## src/rtl/rat_int_ctrl.sv

```systemverilog
`default_nettype none
// ============================================================================
//  Module   : rat_int_ctrl
//  Purpose  : Interrupt controller for the RAT MCU. Merges up to NUM_SRC
//             edge-triggered peripheral interrupt sources onto the single
//             MCU INT input. Sources are edge-latched into a pending vector,
//             masked, and arbitrated by fixed priority (lowest index wins).
//             INT is held until firmware acknowledges it, then forced low
//             for GAP_CYCLES cycles so the MCU always sees a falling level
//             between services.
//  Ports    : CLK       system clock, rising edge
//             RESET_N   asynchronous active-low reset
//             IRQ       raw interrupt sources (synchronous to CLK)
//             PORT_ID   MCU port address
//             OUT_PORT  MCU output data
//             IO_STRB   MCU output strobe (one cycle per OUT)
//             IN_DATA   read data for the addressed port (combinational)
//             IN_SEL    high when PORT_ID addresses a readable port
//             INT       registered interrupt request to the MCU
//  Revision : 1.0  initial release
// ============================================================================
module rat_int_ctrl #(
    parameter int         NUM_SRC      = 8,
    parameter logic [7:0] MASK_PORT_ID = 8'h20,
    parameter logic [7:0] STAT_PORT_ID = 8'h21,
    parameter logic [7:0] PEND_PORT_ID = 8'h22,
    parameter logic [7:0] ACK_PORT_ID  = 8'h23,
    parameter int         GAP_CYCLES   = 2
) (
    input  logic               CLK,
    input  logic               RESET_N,
    input  logic [NUM_SRC-1:0] IRQ,
    input  logic [7:0]         PORT_ID,
    input  logic [7:0]         OUT_PORT,
    input  logic               IO_STRB,
    output logic [7:0]         IN_DATA,
    output logic               IN_SEL,
    output logic               INT
);

    localparam int GAP_W = (GAP_CYCLES < 2) ? 1 : $clog2(GAP_CYCLES + 1);
    localparam logic [GAP_W-1:0] GAP_LOAD = GAP_W'(GAP_CYCLES);
    localparam logic [GAP_W-1:0] GAP_LAST = GAP_W'(1);

    typedef enum logic [1:0] {
        ST_IDLE   = 2'd0,
        ST_ASSERT = 2'd1,
        ST_GAP    = 2'd2
    } state_t;

    state_t             state;
    logic [NUM_SRC-1:0] irq_q;
    logic [NUM_SRC-1:0] mask;
    logic [NUM_SRC-1:0] pending;
    logic [NUM_SRC-1:0] rise;
    logic [NUM_SRC-1:0] elig;
    logic [NUM_SRC-1:0] ack_clr;
    logic [2:0]         cur_id;
    logic [2:0]         winner;
    logic [GAP_W-1:0]   gap_cnt;
    logic               mask_wr;
    logic               ack_wr;
    logic               cur_enabled;

    // ------------------------------------------------------------------
    // Bus decode and edge detection
    // ------------------------------------------------------------------
    assign mask_wr = IO_STRB && (PORT_ID == MASK_PORT_ID);
    assign ack_wr  = IO_STRB && (PORT_ID == ACK_PORT_ID);
    assign rise    = IRQ & ~irq_q;
    assign elig    = pending & mask;

    // Lowest set index of elig; scanning downward lets the lowest win.
    always_comb begin
        winner = 3'd0;
        for (int i = NUM_SRC - 1; i >= 0; i--) begin
            if (elig[i]) begin
                winner = 3'(i);
            end
        end
    end

    // Only the source currently being serviced is cleared, and only when the
    // ack arrives while INT is actually asserted.
    always_comb begin
        ack_clr = '0;
        for (int i = 0; i < NUM_SRC; i++) begin
            ack_clr[i] = (state == ST_ASSERT) && ack_wr && (cur_id == 3'(i));
        end
    end

    always_comb begin
        cur_enabled = 1'b0;
        for (int i = 0; i < NUM_SRC; i++) begin
            if (cur_id == 3'(i)) begin
                cur_enabled = mask[i];
            end
        end
    end

    // ------------------------------------------------------------------
    // Source capture and mask register
    // ------------------------------------------------------------------
    // irq_q resets to all ones so a source already high when reset is
    // released is not mistaken for a fresh edge.
    always_ff @(posedge CLK or negedge RESET_N) begin
        if (!RESET_N) begin
            irq_q   <= '1;
            pending <= '0;
            mask    <= '0;
        end else begin
            irq_q   <= IRQ;
            // A new edge in the same cycle as the ack keeps the source pending.
            pending <= (pending & ~ack_clr) | rise;
            if (mask_wr) begin
                mask <= OUT_PORT[NUM_SRC-1:0];
            end
        end
    end

    // ------------------------------------------------------------------
    // Service FSM; INT is a registered copy of (state == ST_ASSERT)
    // ------------------------------------------------------------------
    always_ff @(posedge CLK or negedge RESET_N) begin
        if (!RESET_N) begin
            state   <= ST_IDLE;
            cur_id  <= 3'd0;
            gap_cnt <= '0;
            INT     <= 1'b0;
        end else begin
            case (state)
                ST_IDLE: begin
                    if (|elig) begin
                        cur_id <= winner;
                        state  <= ST_ASSERT;
                        INT    <= 1'b1;
                    end
                end
                ST_ASSERT: begin
                    // cur_id stays frozen here: no preemption by higher
                    // priority arrivals. Ack takes precedence over withdraw.
                    if (ack_wr) begin
                        gap_cnt <= GAP_LOAD;
                        state   <= ST_GAP;
                        INT     <= 1'b0;
                    end else if (!cur_enabled) begin
                        state <= ST_IDLE;
                        INT   <= 1'b0;
                    end
                end
                ST_GAP: begin
                    if (gap_cnt <= GAP_LAST) begin
                        gap_cnt <= '0;
                        state   <= ST_IDLE;
                    end else begin
                        gap_cnt <= gap_cnt - GAP_LAST;
                    end
                end
                default: begin
                    state <= ST_IDLE;
                    INT   <= 1'b0;
                end
            endcase
        end
    end

    // ------------------------------------------------------------------
    // Read mux, purely combinational on PORT_ID, no side effects
    // ------------------------------------------------------------------
    always_comb begin
        IN_SEL  = 1'b0;
        IN_DATA = 8'h00;
        if (PORT_ID == MASK_PORT_ID) begin
            IN_SEL  = 1'b1;
            IN_DATA = 8'(mask);
        end else if (PORT_ID == STAT_PORT_ID) begin
            IN_SEL  = 1'b1;
            IN_DATA = {(state == ST_ASSERT), 4'b0000, cur_id};
        end else if (PORT_ID == PEND_PORT_ID) begin
            IN_SEL  = 1'b1;
            IN_DATA = 8'(pending);
        end
    end

    // Data bits above the implemented sources are deliberately dropped.
    generate
        if (NUM_SRC < 8) begin : g_unused_data
            logic unused_out_hi;
            assign unused_out_hi = ^OUT_PORT[7:NUM_SRC];
        end
    endgenerate

endmodule
`default_nettype wire

```

## config.mk

```make
export PLATFORM = sky130hd
export DESIGN_NAME = rat_int_ctrl
export DESIGN_NICKNAME = d
export VERILOG_FILES = /design/src/rtl/rat_int_ctrl.sv
export SDC_FILE = /design/constraint.sdc
export NUM_CORES = 1
export LEC_CHECK = 0
export ABC_CLOCK_PERIOD_IN_PS = 2800
export BUFFER_PORTS_ARGS = -buffer_cell sky130_fd_sc_hd__buf_2
export CAP_MARGIN = 5
export CORE_ASPECT_RATIO = 1.25
export CORE_MARGIN = 2
export CORE_UTILIZATION = 40
export DETAILED_ROUTE_END_ITERATION = 12
export GPL_TIMING_DRIVEN = 0
export PLACE_DENSITY_LB_ADDON = 0.3
export SYNTH_ARGS = -nofsm -noshare
export SYNTH_HDL_FRONTEND = slang
export SYNTH_SLANG_ARGS = --single-unit
```

## constraint.sdc

```tcl
create_clock -name CLK -period 2.8 [get_ports CLK]
set_input_delay 0.28 -clock CLK [delete_from_list [all_inputs] [get_ports CLK]]
set_output_delay 0.28 -clock CLK [all_outputs]
set_load 0.02 [all_outputs]
```

Word level (Yosys, flattened, before mapping) --
Cells that the tools add are included.
Storage, ports and cells: output and inout bits 10, register bits 32
Cells by class: mux-type cells 34, order comparisons 1, bitwise gates (word level) 7, equality and inequality tests 17, add/sub/neg operators 1, reduce and logical (&&, ||, !) cells 19
Operators by type and width (count):
- 8-bit by 6-bit == test with 1-bit output, second input constant | 4
- 8-bit AND | 3
- 3-bit two-way mux | 8
- 8-bit two-way mux | 3
- 8-bit inverter | 2
- 1-bit two-way mux | 14
- 3-bit == test, second input constant | 4
- 2-bit two-way mux | 6
- 1-bit logical AND | 11
- 8-bit OR | 1
- 8-bit OR reduction | 1
- 3-bit by 2-bit == test with 1-bit output, second input constant | 2
- 2-bit != test, second input constant | 3
- 2-bit case mux with 3 select lines | 1
- 3-bit AND reduction | 2
- 2-bit case mux with 2 select lines | 1
- 2-bit AND reduction | 2
- 3-bit by 1-bit == test with 1-bit output, second input constant | 1
- 3-bit logical NOT | 1
- 3-bit != test, second input constant | 1
- 1-bit case mux with 3 select lines | 1
- 2-bit by 1-bit == test with 1-bit output, second input constant | 1
- 2-bit == test, second input constant | 1
- 2-bit by 1-bit less-or-equal comparator with 1-bit output, second input constant | 1
- other kinds (4) | 4

Depth between registers and ports, before layout --
Gate-level depths: netlist (run 1).
depth after elaboration 12, depth in mapped cells 6, gate-level depth less buffers 5

Worst setup path before layout (run 1) --
No wires, ideal clock.
path kind input -> register, start in PORT_ID[7], end reg mask[0], path slack 1.234 ns, data required time 2.675 ns, stages 5, path buffers 1, arrival 1.441 ns, library setup time 0.125 ns, cell sequence nor2_1 nand4b_1 or4b_1 buf_6 mux2_4
Between the ends: cells in the longest elaborated chain, start to end 2
Ends and longest elaborated chain:
- start, declared | line 33 | input logic [7:0] PORT_ID,
- 8-bit by 6-bit == test with 1-bit output | line 68 | assign mask_wr = IO_STRB && (PORT_ID == MASK_PORT_ID);
- 1-bit logical AND | line 68
- end signal, assigned | line 116 | mask <= OUT_PORT[NUM_SRC-1:0];
- end, declared | line 53 | logic [NUM_SRC-1:0] mask;
No other way between the ends. A chain may end at the register's enable or synchronous reset.

Final worst setup path (run 1) --
start in PORT_ID[1], end out IN_DATA[7]
Between the ends: cells in the longest elaborated chain, start to end 4, elaborated cells on any way between the ends 6, those cells by class eq/ne: 3; mux: 3
Ends and longest elaborated chain:
- 8-bit by 6-bit == test with 1-bit output | line 179 | end else if (PORT_ID == PEND_PORT_ID) begin
- 8-bit two-way mux | line 179
- 8-bit two-way mux | line 176 | end else if (PORT_ID == STAT_PORT_ID) begin
- 8-bit two-way mux (*) | line 173 | if (PORT_ID == MASK_PORT_ID) begin
- end, declared | line 36 | output logic [7:0] IN_DATA,
Every way passes the cells marked *; elsewhere a longest branch is shown, timed or not.

==> impl_metrics.csv, run 1 <==
group,metric,value,unit
setup_path,crit_path_start_kind,"primary input",
sta,worst_pin_slew,705,ps
sta,slew_viol_final,0,
setup_path,crit_required,2520,ps
sta,setup_viol,0,
sta,timing.final.crit_share,67.8,%
clocking,htreeDepth,2,
setup_path,cp.depth,7,
finish,layout-drive-gt1-share,30.0,%
floorplanning,fp.dieH,75.0,um
power_and_ir_drop,seqPwrFrac,44.9,%
floorplanning,initial_utilization,42.3,%
place,gp_congestion,0.928,
power_and_ir_drop,swShare,31.7,%
grt,grt_usage,17.9,%
synthesis,synth_seq_cells,32,
place,hpwlAfterDp,2700,um
floorplanning,rows,25,
clocking,hold_buffers,0,
power_and_ir_drop,p_leak,0.934,nW
synthesis,synth_cell_types,36,
finish,nets,229,
clocking,cts_buffers,5,
finish,areaGrowthSynthToFinish,20.9,%
setup_path,cp.arrival,1620,ps
synthesis,syn_area_per_cell,10.2,um2
grt,overflow,0,
clocking,cts_resized,0,
worst_hold_path,hp-class,"primary input to async pin",
synthesis,netlist_area,1610,um2
clocking,clk_pin_slew,60,ps
routing,vias_per_cell,5.14,
routing,post_drt_wl_per_cell,13.9,um
routing,drtIter0Drc,33,
floorplanning,core-area,3820,um2
setup_path,timing.rr.end,"INT",
setup_path,r2r-start,"cur_id[0]",
setup_path,cp-endpoint,"IN_DATA[7]",
power_and_ir_drop,ir_drop,349,uV
power_and_ir_drop,power_density,638,nW/um2
setup_path,critPathLaunch,"PORT_ID[1]",
setup_path,rr_worst_depth,6,
grt,grt_max_degree,33,
synthesis,ys_warn_count,0,
clocking,clkSinkCount,32,
setup_path,path_buf_inv,3,
finish,layout_commonest_cell,"buf_2",
clocking,cts_tree,"built",
clocking,cts_setup_buffers,0,
setup_path,path_max_fanout,10,
floorplanning,die_w,60.8,um
synthesis,mappedNetlistNets,186,
grt,first_global_vias,1279,
finish,utilization,51.1,%
synthesis,synth_cells,159,
power_and_ir_drop,power.switching,394,uW
sta,period_needed,1900,ps
sta,skew,4.26,ps
routing,drtAntennaViolNets,0,
clocking,clkLatencyLatePin,280,ps
setup_path,crit_type,"primary input to primary output",
sta,setup_tns,0,ps
setup_path,crit_path_max_incr_delay,520,ps
sta,fmax,0.527,GHz
synthesis,yosysSeqAreaShare,50.2,%
routing,drc,0,
setup_path,path_cells,"buf_2 -> buf_1 -> mux2i_1 -> nor2_1 -> a31oi_1 -> nor2_1 -> buf_2",
sta,hold_violations,0,
clocking,cts_root_buf,"clkbuf_8",
clocking,clock_path_buffers,2,
sta,slew_headroom,53.0,%
power_and_ir_drop,pwr-share-clk,28.6,%
finish,diodes,0,
finish,layout_common_cells,"buf_2 (38), dfrtp_1 (24), o21ai_1 (14)",
place,placement.io_buffers,36,
setup_path,crit_path_top_delay_cell,"buf_1",
floorplanning,dieArea,4560,um2
routing,dr.pass1.iters,4,
place,place_area,1860,um2
job,drv_cap,0,
grt,grt_first_pass_wirelength,5870,um
grt,grt_antenna_before_repair,0,
power_and_ir_drop,p_int,850,uW
setup_path,path_delay_family,"buffers and inverters",
run_status,outcome,"finished, final reports clean",
routing,finalWirelength,3580,um
sta,rsz0062_at_grt,"no",
finish,final_area,1950,um2
power_and_ir_drop,p_comb_share,26.6,%
routing,vias,1322,
floorplanning,boundaryPins,37,
finish,fillers,384,
setup_path,critPathCaptureType,"primary output",
setup_path,reg2reg_slack,1130,ps
[registers in the layout, indices dropped and copies added (netlist names)]
name	cells
irq_q	8
mask	8
pending	8
cur_id	3
gap_cnt	2
state	2
INT	1
[layout make-up]
| class | count | area (um2) | share of cell area (%) |
|---|---|---|---|
| Clock buffer | 8 | 90.1 | 4.62 |
| Sequential cell | 32 | 811 | 41.5 |
| Buffer | 6 | 32.5 | 1.67 |
| Timing Repair Buffer | 36 | 180 | 9.23 |
| Inverter | 13 | 48.8 | 2.50 |
| Multi-Input combinational cell | 108 | 722 | 37.0 |
| Tap cell | 54 | 67.6 | 3.46 |
[worst reg2reg max path, delay by kind of cell, from the launching register on]
family / cells / cell delay, ps
compound gates: 4 / 510
buf+inv: 1 / 180
flops: 1 / 360
simple gates: 1 / 530
[per-stage QoR]
step	instances	hold slack (ps)	worst slack, ps	power, mW
finish	257	50.8	901	1.24
floorplan	159	-15.6	1230	0.791
global placement	249	367	931	0.887
detailed placement	249	369	896	0.895
global route	257	96.4	768	1.30
CTS	257	70.7	907	1.25
[synthesized netlist by cell type]
library cell  count  area, um2
a21o_1            1       7.51
a21oi_1          10       50.1
a22o_1            1       8.76
a22oi_1           5       37.5
a31oi_1           2       12.5
a32o_1            1       10.0
and4b_1           1       10.0
buf_1             1       3.75
buf_2             2       10.0
buf_6             1       11.3
clkbuf_1          2       7.51
dfrtp_1          24        601
dfstp_2           8        210
inv_1            13       48.8
mux2_4            8        120
mux2i_1          11        110
nand2_1          10       37.5
nand2b_1          2       12.5
nand3_1           5       25.0
nand4_1           2       12.5
nand4b_1          1       8.76
nor2_1           12       45.0
nor2b_1           1       6.26
nor3_1            5       25.0
nor3b_1           1       7.51
o211ai_1          1       7.51
o21a_1            1       7.51
o21ai_0           5       25.0
o21ai_1          14       70.1
o21bai_1          1       7.51
o311a_1           1       10.0
o31a_1            1       8.76
o31ai_1           2       15.0
or3_1             1       6.26
or4_1             1       7.51
or4b_1            1       10.0
[power groups by stage]
stage | Combinational, mW | Sequential, mW | Clock [mW]
global placement | 0.323 | 0.564 | 0
finish | 0.330 | 0.558 | 0.356
floorplan | 0.229 | 0.563 | 0
CTS | 0.330 | 0.558 | 0.366
detailed placement | 0.329 | 0.566 | 0
global route | 0.357 | 0.564 | 0.383
[worst min-delay path by stage]
stage / startpoint / endpoint / slack [ps] / depth (start not counted)
final: RESET_N / state[1] / 50 / 1
after global routing: IRQ[5] / irq_q[5] / 100 / 1
after CTS: RESET_N / gap_cnt[1] / 70 / 1
after detailed placement: RESET_N / gap_cnt[1] / 370 / 1
after global placement: RESET_N / state[1] / 370 / 1
after floorplan: RESET_N / INT / -20 / 0
[per-layer routing]
layer / vias to the layer above / wire length, um / GRT usage (%)
li1: 653 / - / -
met3: 4 / 103 / 4.47
met5: - / 0 / 0
met4: 0 / 49 / 6.52
met1: 644 / 1510 / 20.9
met2: 21 / 1920 / 31.3
[cells by family (layout without fill, tap and decap cells)]
logic type,Yosys count,after routing,share of synthesized area [%]
AOI/OAI and AO/OA,46,46,17.2
and+or+nand+nor,43,43,13.3
DFF,32,32,50.2
muxes,19,19,14.3
buffers and inverters,19,63,5.04
Note: power is estimated with default switching activity, not from simulation.
==> run 2, diff against run 1 <==
- ABC_AREA: default -> 1
- ABC_CLOCK_PERIOD_IN_PS: 2800 -> 1900
- clock period: 2.8 -> 1.9 ns (I/O delays scaled with it)
==> impl_metrics.csv, run 2 <==
group,metric,value,unit
sta,worst_pin_slew,690,ps
routing,drtIter0Drc,67,
routing,drtAntennaViolNets,0,
synthesis,synth_top_area_cell,"dfrtp_1",
clocking,cts_buffers,5,
setup_path,reg2reg_slack,320,ps
place,placement.io_buffers,35,
routing,drc,0,
routing,vias_per_cell,4.90,
synthesis,ys_top_cells_by_area,"dfrtp_1 (37%), nand2_1 (14%), dfstp_2 (13%)",
setup_path,crit_path_start_kind,"primary input",
routing,post_drt_wl_per_cell,12.5,um
grt,overflow,0,
finish,areaGrowthSynthToFinish,23.1,%
grt,grt_first_pass_wirelength,6220,um
floorplanning,core-area,3820,um2
clocking,cts_tree,"built",
grt,grt.busiest_layer,"met2",
setup_path,timing.rr.end,"INT",
synthesis,async_flop_share,100,%
clocking,clk_pin_slew,70,ps
clocking,clkSinkCount,32,
finish,diodes,0,
synthesis,netlist_area,1620,um2
synthesis,syn_area_per_cell,7.73,um2
sta,period_needed,1750,ps
sta,skew,7.60,ps
grt,grt_max_degree,33,
finish,top_regs,"irq_q x8, mask x8, pending x8",
floorplanning,die_w,60.9,um
sta,slew_headroom,54.0,%
synthesis,ys_warn_count,0,
power_and_ir_drop,ir_drop,549,uV
setup_path,crit_required,1710,ps
synthesis,ys.flop_type,"dfrtp_1",
setup_path,r2r-start,"cur_id[1]",
setup_path,critPathCaptureType,"primary output",
power_and_ir_drop,p_leak,1.06,nW
synthesis,synth-edff-count,0,
finish,final_area,1990,um2
worst_hold_path,hp-class,"primary input to flop",
clocking,cts_setup_buffers,0,
finish,layout-drive-gt1-share,22.7,%
finish,finalNonFillerCells,309,
grt,grt_util_met1,23.4,%
place,hpwlAfterDp,2880,um
finish,utilization,52.2,%
floorplanning,dieArea,4570,um2
place,dp_cells,298,
sta,setup_viol,0,
setup_path,cp.arrival,1560,ps
place,post-place-ws,94.7,ps
synthesis,synth_cells,209,
floorplanning,initial_utilization,42.4,%
run_status,outcome,"finished, final reports clean",
synthesis,yosysSeqAreaShare,50.2,%
finish,layout_common_cells,"nand2_1 (62), buf_2 (36), inv_1 (26), nand3_1 (26), dfrtp_1 (24)",
place,gp_congestion,0.986,
worst_hold_path,holdCritStartpoint,"IRQ[7]",
sta,fmax,0.570,GHz
grt,grt_usage,18.8,%
finish,fillers,385,
job,drv_cap,0,
synthesis,synth_top_area_share,37.2,%
floorplanning,boundaryPins,37,
routing,dr.pass1.iters,4,
routing,finalWirelength,3880,um
clocking,cts_root_buf,"clkbuf_8",
synthesis,synthMostInstantiatedCell,"nand2_1",
setup_path,path_max_fanout,10,
power_and_ir_drop,power_density,932,nW/um2
grt,grt_antenna_before_repair,0,
grt,first_global_vias,1381,
place,place_area,1860,um2
setup_path,crit_type,"primary input to primary output",
grt,grt_util_met3,4.81,%
floorplanning,fp.dieH,75.1,um
sta,setup_ws,146,ps
clocking,htreeDepth,2,
routing,vias,1515,
worst_hold_path,hold_depth,1,
synthesis,synth_seq_cells,32,
sta,slew_viol_final,0,
setup_path,rr_worst_depth,10,
synthesis,mappedNetlistNets,236,
sta,hold_violations,0,
finish,nets,281,
clocking,clkLatencyLatePin,290,ps
clocking,clock_path_buffers,2,
sta,hold_ws,4.31,ps
worst_hold_path,min_to,"irq_q[7]",
sta,timing.final.crit_share,92.3,%
grt,use_met2,31.1,%
finish,layout_commonest_cell,"nand2_1",
synthesis,netlist_top_cells_count,"nand2_1 (62), inv_1 (26), nand3_1 (26)",
floorplanning,rows,25,
synthesis,synth_cell_types,24,
## run 2: cell types whose count changed in the layout (fill, tap and decap cells not counted), moves of 5 or more
cell and change:
a21oi_1 -8, a22oi_1 -5, inv_1 +13, mux2_4 -8, mux2i_1 -11, nand2_1 +52
nand3_1 +21, o21ai_0 +17, o21ai_1 -14
## run 2: worst max-delay path, stage by stage
cell and delay [ps]:
buf_2 100, nor2_1 90, nand3_1 190, nor3_2 230, clkbuf_4 250, nand2_1 110
o21ai_0 210, buf_2 200
## run 2: metal layers
layer	vias to the layer above	wire length [um]
met4	0	90
met3	7	204
met5	-	0
met1	706	1690
met2	39	1890
li1	763	-
## run 2: worst max path at each step
| stage | start | to | slack (ps) |
|---|---|---|---|
| finish | PORT_ID[7] | IN_DATA[3] | 150 |
| global route | PORT_ID[7] | IN_DATA[6] | -8 |
| CTS | PORT_ID[7] | IN_DATA[3] | 80 |
| detailed placement | PORT_ID[7] | IN_DATA[3] | 90 |
| global placement | PORT_ID[7] | IN_DATA[3] | 110 |
| floorplan | PORT_ID[3] | IN_DATA[3] | 300 |
## run 2: per-stage QoR
step	setup TNS, ps	power (mW)
3_3_place_gp	0	1.30
2_1_floorplan	0	1.15
4_1_cts	0	1.86
5_1_grt	-7.73	1.97
6_report	0	1.85
3_5_place_dp	0	1.31
## run 2: timing repair
| action | CTS | global route |
|---|---|---|
| gates resized for setup | 0 | 2 |
| setup endpoints to repair | 0 | 3 |
| hold endpoints to repair | 24 | 2 |
| hold buffers | 1 | 2 |
## run 2: cells by family (layout without fill, tap and decap cells)
group           count (synthesis)  in the layout  share of synthesized area [%]
simple gates                  115            115                           32.0
flops                          32             32                           50.2
buf+inv                        32             78                           7.66
compound gates                 30             30                           10.1
## run 2: final cells by class
class / count / area, um2 / share of cell area, %
multi-input cells: 145 / 687 / 34.5
inverters: 27 / 101 / 5.09
repair buffers: 38 / 205 / 10.3
clock inverters: 1 / 7.51 / 0.377
plain buffers: 5 / 25.0 / 1.26
well taps: 54 / 67.6 / 3.39
flip-flops and latches: 32 / 811 / 40.7
clock buffers: 7 / 86.3 / 4.34
## run 2: power breakdown
part           internal [mW]  switching, mW  total [mW]  leakage [nW]
Combinational          0.160          0.327       0.486         0.676
Sequential             0.765         0.0549       0.819         0.344
Clock                  0.294          0.255       0.549        0.0445
==> run 3, diff against run 2 <==
- ABC_CLOCK_PERIOD_IN_PS: 1900 -> 1600
- clock period: 1.9 -> 1.6 ns (I/O delays scaled with it)
==> impl_metrics.csv, run 3 (synthesis results as in run 2) <==
group,metric,value,unit
job,drv_cap,0,
place,gp_congestion,0.986,
clocking,clock_path_buffers,2,
finish,nets,290,
clocking,cts_tree,"built",
finish,diodes,0,
clocking,clk_pin_slew,70,ps
setup_path,crit_type,"flop to primary output",
sta,hold_violations,0,
sta,skew,7.73,ps
sta,setup_tns,0,ps
routing,drtIter0Drc,59,
finish,utilization,55.8,%
routing,drtAntennaViolNets,0,
power_and_ir_drop,ir_drop,652,uV
sta,period_needed,1520,ps
setup_path,cp.arrival,1360,ps
routing,vias,1562,
sta,setup_viol,0,
floorplanning,fp.dieH,75.1,um
grt,first_global_vias,1426,
floorplanning,boundaryPins,37,
clocking,htreeDepth,2,
grt,overflow,0,
worst_hold_path,hold_depth,3,
setup_path,rr_worst_depth,8,
floorplanning,dieArea,4570,um2
routing,drc,0,
power_and_ir_drop,power_density,1050,nW/um2
setup_path,crit_required,1440,ps
clocking,clkSinkCount,32,
grt,grt_max_degree,33,
power_and_ir_drop,totalPowerFinal,2.23,mW
sta,slew_headroom,54.8,%
setup_path,critPathCaptureType,"primary output",
run_status,outcome,"finished, final reports clean",
place,placement.io_buffers,35,
finish,areaGrowthSynthToFinish,31.7,%
grt,grt_antenna_before_repair,0,
clocking,cts_buffers,5,
routing,post_drt_wl_per_cell,12.3,um
finish,layout_commonest_cell,"nand2_1",
routing,dr.pass1.iters,4,
clocking,clkLatencyLatePin,290,ps
finish,layout-drive-gt1-share,26.1,%
worst_hold_path,hp-class,"primary input to flop",
routing,vias_per_cell,4.91,
floorplanning,initial_utilization,42.4,%
setup_path,path_max_fanout,3,
clocking,cts_root_buf,"clkbuf_8",
sta,fmax,0.660,GHz
sta,worst_pin_slew,678,ps
floorplanning,die_w,60.9,um
finish,top_regs,"irq_q x8, mask x8, pending x8",
setup_path,crit_path_start_kind,"flop",
grt,grt_usage,19.2,%
grt,grt_first_pass_wirelength,6350,um
sta,slew_viol_final,0,
floorplanning,core-area,3820,um2
sta,timing.final.crit_share,94.7,%
power_and_ir_drop,p_leak,1.12,nW
place,dp_cells,298,
finish,layout_common_cells,"nand2_1 (61), buf_2 (33), inv_1 (26)",
floorplanning,rows,25,
place,hpwlAfterDp,2880,um
finish,finalNonFillerCells,318,
routing,finalWirelength,3900,um
-- run 3: final timing paths --
| path | start | endpoint | slack, ps |
|---|---|---|---|
| setup reg to reg | cur_id[2] | INT | 140 |
| min in group asynchronous | RESET_N | pending[4] | 450 |
| max in group asynchronous | RESET_N | cur_id[2] | 680 |
| hold / removal | OUT_PORT[4] | mask[4] | 110 |
| setup / recovery | state[1] | IN_DATA[7] | 80 |
| hold reg to reg | INT | INT | 470 |
-- run 3: area by class of cell --
class,count,area (um2)
clock buffer,7,86.3
buffer,4,26.3
sequential,32,812
timing repair buffer,48,315
fill,367,1690
tap,54,67.6
clock inverter,1,7.51
inverter,27,105
multi-input combinational,145,709
-- run 3: stage by stage --
stage                     hold WS (ps)  worst slack (ps)  area (um2)
final                              111              84.3        2130
after global routing               121             -4.03        2130
after CTS                          111              19.3        2060
after detailed placement           249              -145        1860
after global placement             241              -130        1860
after floorplan                   -136              64.6        1620
-- run 3: report_power, final --
| part | internal (mW) | switching, mW | leakage, nW |
|---|---|---|---|
| registers | 0.910 | 0.106 | 0.343 |
| clock network | 0.349 | 0.301 | 0.0445 |
| logic | 0.202 | 0.359 | 0.736 |
-- run 3: per-layer routing --
| metal | global-route usage (%) | up-vias | share of wire (%) |
|---|---|---|---|
| met5 | 0 | - | 0 |
| met1 | 23.4 | 731 | 43 |
| li1 | - | 784 | - |
| met2 | 32.4 | 40 | 50 |
| met4 | 7.49 | 0 | 2.3 |
| met3 | 4.64 | 7 | 4.8 |
-- run 3: what timing repair did --
action | CTS | global route
endpoints found under the hold margin | 32 | 0
endpoints found under the setup margin | 5 | 8
hold buffers | 9 | 0
setup buffers | 1 | 3
cloned | 0 | 0
pin swaps | 1 | 2
resized for setup | 4 | 14
-- run 3: critical path, stage by stage, from the launching register on --
cell,delay (ps)
dfrtp_1,390
nor2_1,160
inv_1,70
o21ai_0,150
o21ai_1,90
inv_1,50
buf_2,150
